$ cat src/rtl/rv_instr_decode_pkg.sv
// Shared RV32I decode definitions: opcode constants, NOP encoding, field positions
// and the registered field bundle used by the decoder.
package rv_instr_decode_pkg;

  localparam logic [6:0] OPC_LUI    = 7'h37;
  localparam logic [6:0] OPC_AUIPC  = 7'h17;
  localparam logic [6:0] OPC_JAL    = 7'h6F;
  localparam logic [6:0] OPC_JALR   = 7'h67;
  localparam logic [6:0] OPC_BRANCH = 7'h63;
  localparam logic [6:0] OPC_LOAD   = 7'h03;
  localparam logic [6:0] OPC_STORE  = 7'h23;
  localparam logic [6:0] OPC_OP_IMM = 7'h13;
  localparam logic [6:0] OPC_OP     = 7'h33;

  // addi x0,x0,0
  localparam logic [31:0] NOP_INSTR = 32'h0000_0013;

  localparam int unsigned OPCODE_LSB = 0;
  localparam int unsigned RD_LSB     = 7;
  localparam int unsigned FUNCT3_LSB = 12;
  localparam int unsigned RS1_LSB    = 15;
  localparam int unsigned RS2_LSB    = 20;
  localparam int unsigned FUNCT7_LSB = 25;
  localparam int unsigned IMM20_LSB  = 12;
  localparam int unsigned IMM12_LSB  = 20;

  typedef struct packed {
    logic [6:0]  opCode;
    logic [4:0]  rd;
    logic [2:0]  funct3;
    logic [4:0]  rs1;
    logic [4:0]  rs2;
    logic [6:0]  funct7;
    logic [19:0] imm20;
    logic [11:0] imm12;
    logic [11:0] imm12SClass;
    logic [31:0] imm12Ext;
    logic [31:0] imm12SClassExt;
  } decodeFields_t;

endpackage

$ cat src/rtl/rv_sign_extend_12_32.sv
// Combinational 12-bit to 32-bit two's-complement sign extension.
module rv_sign_extend_12_32 (
  input  logic [11:0] iwValue,
  output logic [31:0] owExtended
);

  assign owExtended = {{20{iwValue[11]}}, iwValue};

endmodule

$ cat src/rtl/rv_instr_decode.sv
// RV32I field decoder: slices one instruction word into raw fields and
// sign-extended immediates, captured together in a single register bank.
module rv_instr_decode
  import rv_instr_decode_pkg::*;
(
  input  logic        iwClk,
  input  logic        iwRst,
  input  logic        iwEnable,
  input  logic [31:0] iwInstr,
  output logic [6:0]  orOpCode,
  output logic [4:0]  orRd,
  output logic [2:0]  orFunct3,
  output logic [4:0]  orRs1,
  output logic [4:0]  orRs2,
  output logic [6:0]  orFunct7,
  output logic [19:0] orImmediate20,
  output logic [11:0] orImmediate12,
  output logic [11:0] orImmediate12SClass,
  output logic [31:0] orImmediate12Extended,
  output logic [31:0] orImmediate12SClassExtended
);

  decodeFields_t wNext;
  decodeFields_t rDec;
  logic [11:0]   wImm12;
  logic [11:0]   wImm12SClass;
  logic [31:0]   wImm12Ext;
  logic [31:0]   wImm12SClassExt;

  assign wImm12      = iwInstr[IMM12_LSB +: 12];
  assign wImm12SClass = {iwInstr[FUNCT7_LSB +: 7], iwInstr[RD_LSB +: 5]};

  // Extension happens before the register so raw and extended fields move together.
  rv_sign_extend_12_32 uImm12Ext (
    .iwValue    (wImm12),
    .owExtended (wImm12Ext)
  );

  rv_sign_extend_12_32 uImm12SClassExt (
    .iwValue    (wImm12SClass),
    .owExtended (wImm12SClassExt)
  );

  always_comb begin
    wNext                = '0;
    wNext.opCode         = iwInstr[OPCODE_LSB +: 7];
    wNext.rd             = iwInstr[RD_LSB +: 5];
    wNext.funct3         = iwInstr[FUNCT3_LSB +: 3];
    wNext.rs1            = iwInstr[RS1_LSB +: 5];
    wNext.rs2            = iwInstr[RS2_LSB +: 5];
    wNext.funct7         = iwInstr[FUNCT7_LSB +: 7];
    wNext.imm20          = iwInstr[IMM20_LSB +: 20];
    wNext.imm12          = wImm12;
    wNext.imm12SClass    = wImm12SClass;
    wNext.imm12Ext       = wImm12Ext;
    wNext.imm12SClassExt = wImm12SClassExt;
  end

  // Reset loads the NOP decode and wins over enable; enable low holds the whole bank.
  always_ff @(posedge iwClk) begin
    if (iwRst) begin
      rDec        <= '0;
      rDec.opCode <= NOP_INSTR[6:0];
    end else if (iwEnable) begin
      rDec <= wNext;
    end
  end

  assign orOpCode                    = rDec.opCode;
  assign orRd                        = rDec.rd;
  assign orFunct3                    = rDec.funct3;
  assign orRs1                       = rDec.rs1;
  assign orRs2                       = rDec.rs2;
  assign orFunct7                    = rDec.funct7;
  assign orImmediate20               = rDec.imm20;
  assign orImmediate12               = rDec.imm12;
  assign orImmediate12SClass         = rDec.imm12SClass;
  assign orImmediate12Extended       = rDec.imm12Ext;
  assign orImmediate12SClassExtended = rDec.imm12SClassExt;

endmodule

$ cat config.mk
export PLATFORM = sky130hd
export DESIGN_NAME = rv_instr_decode
export DESIGN_NICKNAME = d
export VERILOG_FILES = /design/src/rtl/rv_instr_decode_pkg.sv /design/src/rtl/rv_sign_extend_12_32.sv /design/src/rtl/rv_instr_decode.sv
export SDC_FILE = /design/constraint.sdc
export NUM_CORES = 1
export LEC_CHECK = 0
export CORE_MARGIN = 2
export CORE_UTILIZATION = 30
export CTS_CLUSTER_DIAMETER = 30
export DETAILED_ROUTE_END_ITERATION = 16
export PLACE_DENSITY = 0.78
export SYNTH_ARGS = -nofsm -noshare
export SYNTH_HDL_FRONTEND = slang
export SYNTH_SLANG_ARGS = --single-unit
$ cat constraint.sdc
create_clock -name iwClk -period 3.4 [get_ports iwClk]
set_input_delay 0.34 -clock iwClk [delete_from_list [all_inputs] [get_ports iwClk]]
set_output_delay 0.34 -clock iwClk [all_outputs]
set_load 0.05 [all_outputs]
; Yosys cells after proc, flatten, opt, wreduce, memory -nomap -nowiden
; Cells that the tools add are included.
[totals]
word_cells = 11
input_bits = 35
reg_bits = 100

; Logic depth before layout (Yosys ltp)
[logic_depth]
word_depth = 0
ltp_mapped = 4

; Modules after synthesis
; A second synthesis with hierarchy kept.
[hier_totals]
hier_cells = 418
area_unflattened_um2 = 4230.3
[by_module_without_submodules]
columns = mod, n_inst, seq_area_each_um2, cells_per_inst, area_per_inst_um2
row1 = rv_instr_decode, 1, 1921.8, 354, 3749.8
row2 = rv_sign_extend_12_32, 2, 0.0, 32, 240.2

; Worst setup path after synthesis
; OpenSTA, ideal clock, no wires.
[synth_timing]
path_kind = reg-to-output
start = register, netlist name orFunct7[6]
end = output port orImmediate12Extended[11]
n_path_buf = 1
stages_incl_launch_ff = 2
required_ns = 3.060
arrival_ns = 1.714
slack_ns = 1.346
path_cell_list = dfxtp_1 -> buf_4
[synth_rtl]
columns = element, line_no
row1 = "end, declared", rv_instr_decode.sv:19  ; output logic [31:0] orImmediate12Extended,

==> impl_metrics.csv <==
group,metric,value,unit
route,drc_errors,0,
synth,avgSynthCellArea,9.38,um^2
finish,area_delta_synth_final,52.1,%
route,vias_per_cell,4.12,
run_status,status,"finished, final reports clean",
grt,grt_pass1_wl,6.54,mm
worst_setup_path,crit_chain,"buf_4 > clkdlybuf4s50_1",
synth,synth_nets,246,
worst_setup_path,start_kind,"flop",
cts,cts_root_buffer,"clkbuf_8",
pwr,peakVddDrop,226,uV
worst_setup_path,worstPathMaxFanout,47,
sta,period_needed,2.13,ns
synth,synth_commonest_cells,"buf_4 (108), dfxtp_1 (32), mux2i_1 (29), nor2_1 (29)",
grt,grt_max_degree,48,
synth,ys_top_cells_by_area,"buf_4 (41%), dfxtp_1 (32%), mux2i_1 (15%)",
worst_setup_path,max_stage_delay,0.88,ns
pwr,power_density,437,nW/um^2
run,cap_violations,0,
finish,fillers,583,
synth,syn_inst,211,
route,drtIter0Drc,16,
cts,path_clk_slew,0.06,ns
synth,yosysTopAreaCell,"buf_4",
synth,synth_cell_types,10,
floorplanning,top_level_ports,175,
grt,overflow,0,
floorplanning,coreArea,6350,um^2
route,drt-pass1-iter-count,4,
sta,drv_slew,0,
synth,yosysMostFrequentCell,"buf_4",
finish,diodes,0,
placement,routabilityCongestion,0.685,
sta,finalSetupViolCount,0,
placement,io_buffer_count,174,
worst_setup_path,reg2reg_from,"orFunct7[6]",
finish,final_layout_size_suffix_gt1_share,3.23,%
cts,cts_tree,"done",
worst_setup_path,crit_slowest_cell,"clkdlybuf4s50_1",
worst_setup_path,cp_data_arrival_time,1.79,ns
sta,max-slew-margin-rel,36.1,%
synth,yosysTopAreaCellShare,41.0,%
synth,yosys_most_used_dff,"dfxtp_1",
synth,ys_ff_latch,32,
worst_setup_path,criticalPathCategory,"reg2out",
floorplanning,rows,29,
synth,synthesis.area,1980,um^2
grt,antenna_found_initial,0,
sta,hold_viol,0,
worst_setup_path,cp_top_family,"buffers and inverters",
cts,htree_levels,2,
floorplanning,die_area,7260,um^2
worst_setup_path,critical_path.startpoint,"orFunct7[6]",
sta,fmax,468,MHz
synth,async_flop_share,0,%
grt,grtUsageTotal,11.4,%
worst_setup_path,crit_required,3.06,ns
route,ant_nets,0,
cts,cts_hold_buffers,0,
route,post_drt_wl_per_cell,12.3,um
sta,tns,0,ns
cts,postCtsSetupRepairBufs,0,
grt,first_global_vias,1337,
placement,pre_cts_ws,1.53,ns
floorplanning,start_util,31.2,%
sta,hold_ws,0.497,ns
floorplanning,die_w,85.2,um
route,vias,1468,
sta,fin_crit_sh,62.8,%
sta,layout_setup_ws,1.27,ns
placement,dpl.hpwl,3.29,mm
sta,grt_setup_unrepaired,"false",
worst_setup_path,end_kind,"output pin",
finish,fin_nets,314,
pwr,p_leak,1.19,nW
route,wl,4.38,mm
worst_hold_path,min-delay-start,"orOpCode[3]",
floorplanning,fp.dieH,85.2,um
synth,yosys_warnings,0,
worst_setup_path,crit_buf_inv,2,
synth,seq_area_frac_synth,32.4,%
cts,cts.sinks,32,
cts,cts_buffers,5,
cts,cts_buffer_depth,2,
sta,clock_skew,0,ns
cts,cts_resized,0,
synth,synth_edf_count,0,
worst_hold_path,min_path_type,"reg2reg",
cts,clock_latency,0.27,ns
sta,worst_pin_slew,0.959,ns
cell usage in the layout, fill, tap and decap left out:
cell / n
a211o_1: 3
buf_2: 1
buf_4: 2
clkbuf_1: 1
clkbuf_8: 5
clkdlybuf4s50_1: 173
clkinv_2: 1
dfxtp_1: 32
mux2i_1: 29
nor2_1: 29
nor2b_1: 3
tightest hold or removal path, stage by stage (launching register included):
cell	delay, ns
dfxtp_1	0.33
mux2i_1	0.06
nor2_1	0.07
path summary, 6_finish.rpt:
path	to	slack (ns)	depth (start not counted)
min	orOpCode[3]	0.50	2
max reg2reg	orFunct7[6]	2.43	3
min reg2reg	orOpCode[3]	0.50	2
max	orImmediate12Extended[26]	1.27	2
per-layer routing:
layer | wire, um | track usage (%) | vias up
li1 | - | - | 687
met1 | 1640 | 12.3 | 661
met2 | 2120 | 20.0 | 115
met3 | 563 | 4.77 | 5
met4 | 50 | 3.90 | 0
met5 | 0 | 0 | -
sequential cells by signal, summed over array words and instances (netlist names):
register and count:
orFunct3 2, orOpCode 7, orImmediate12SClassExtended 1, orFunct7 7
orRs1 4, orRd 4, orImmediate20 3, orRs2 4
cells by family (layout without fill, tap and decap cells):
logic type / count (synthesis) / count (layout) / share of synthesized area [%]
mux: 29 / 29 / 14.7
buf+inv: 115 / 183 / 45.2
simple gates: 32 / 32 / 6.45
compound gates: 3 / 3 / 1.33
flops: 32 / 32 / 32.4
metrics by stage:
step | power, mW | util, % | instances | cell area [um^2]
global placement | 1.05 | 46.2 | 349 | 2930
CTS | 1.34 | 47.4 | 356 | 3010
floorplan | 0.937 | - | 211 | 1980
detailed placement | 1.06 | 46.2 | 349 | 2930
global route | 1.38 | 47.4 | 356 | 3010
finish | 1.31 | 47.4 | 356 | 3010
area by class of cell:
class                           count  area [um^2]  area share [%]
Timing Repair Buffer              176         1750            58.2
Clock buffer                        6         72.6            2.41
Tap cell                           77         96.3            3.20
Multi-Input combinational cell     64          444            14.8
Clock inverter                      1         5.00           0.166
Sequential cell                    32          641            21.3
report_power, final:
part	internal [mW]	switching, mW
clock	0.139	0.129
combinational	0.210	0.418
sequential	0.398	0.0215
total	0.747	0.568
Note: power is estimated with default switching activity, not from simulation.
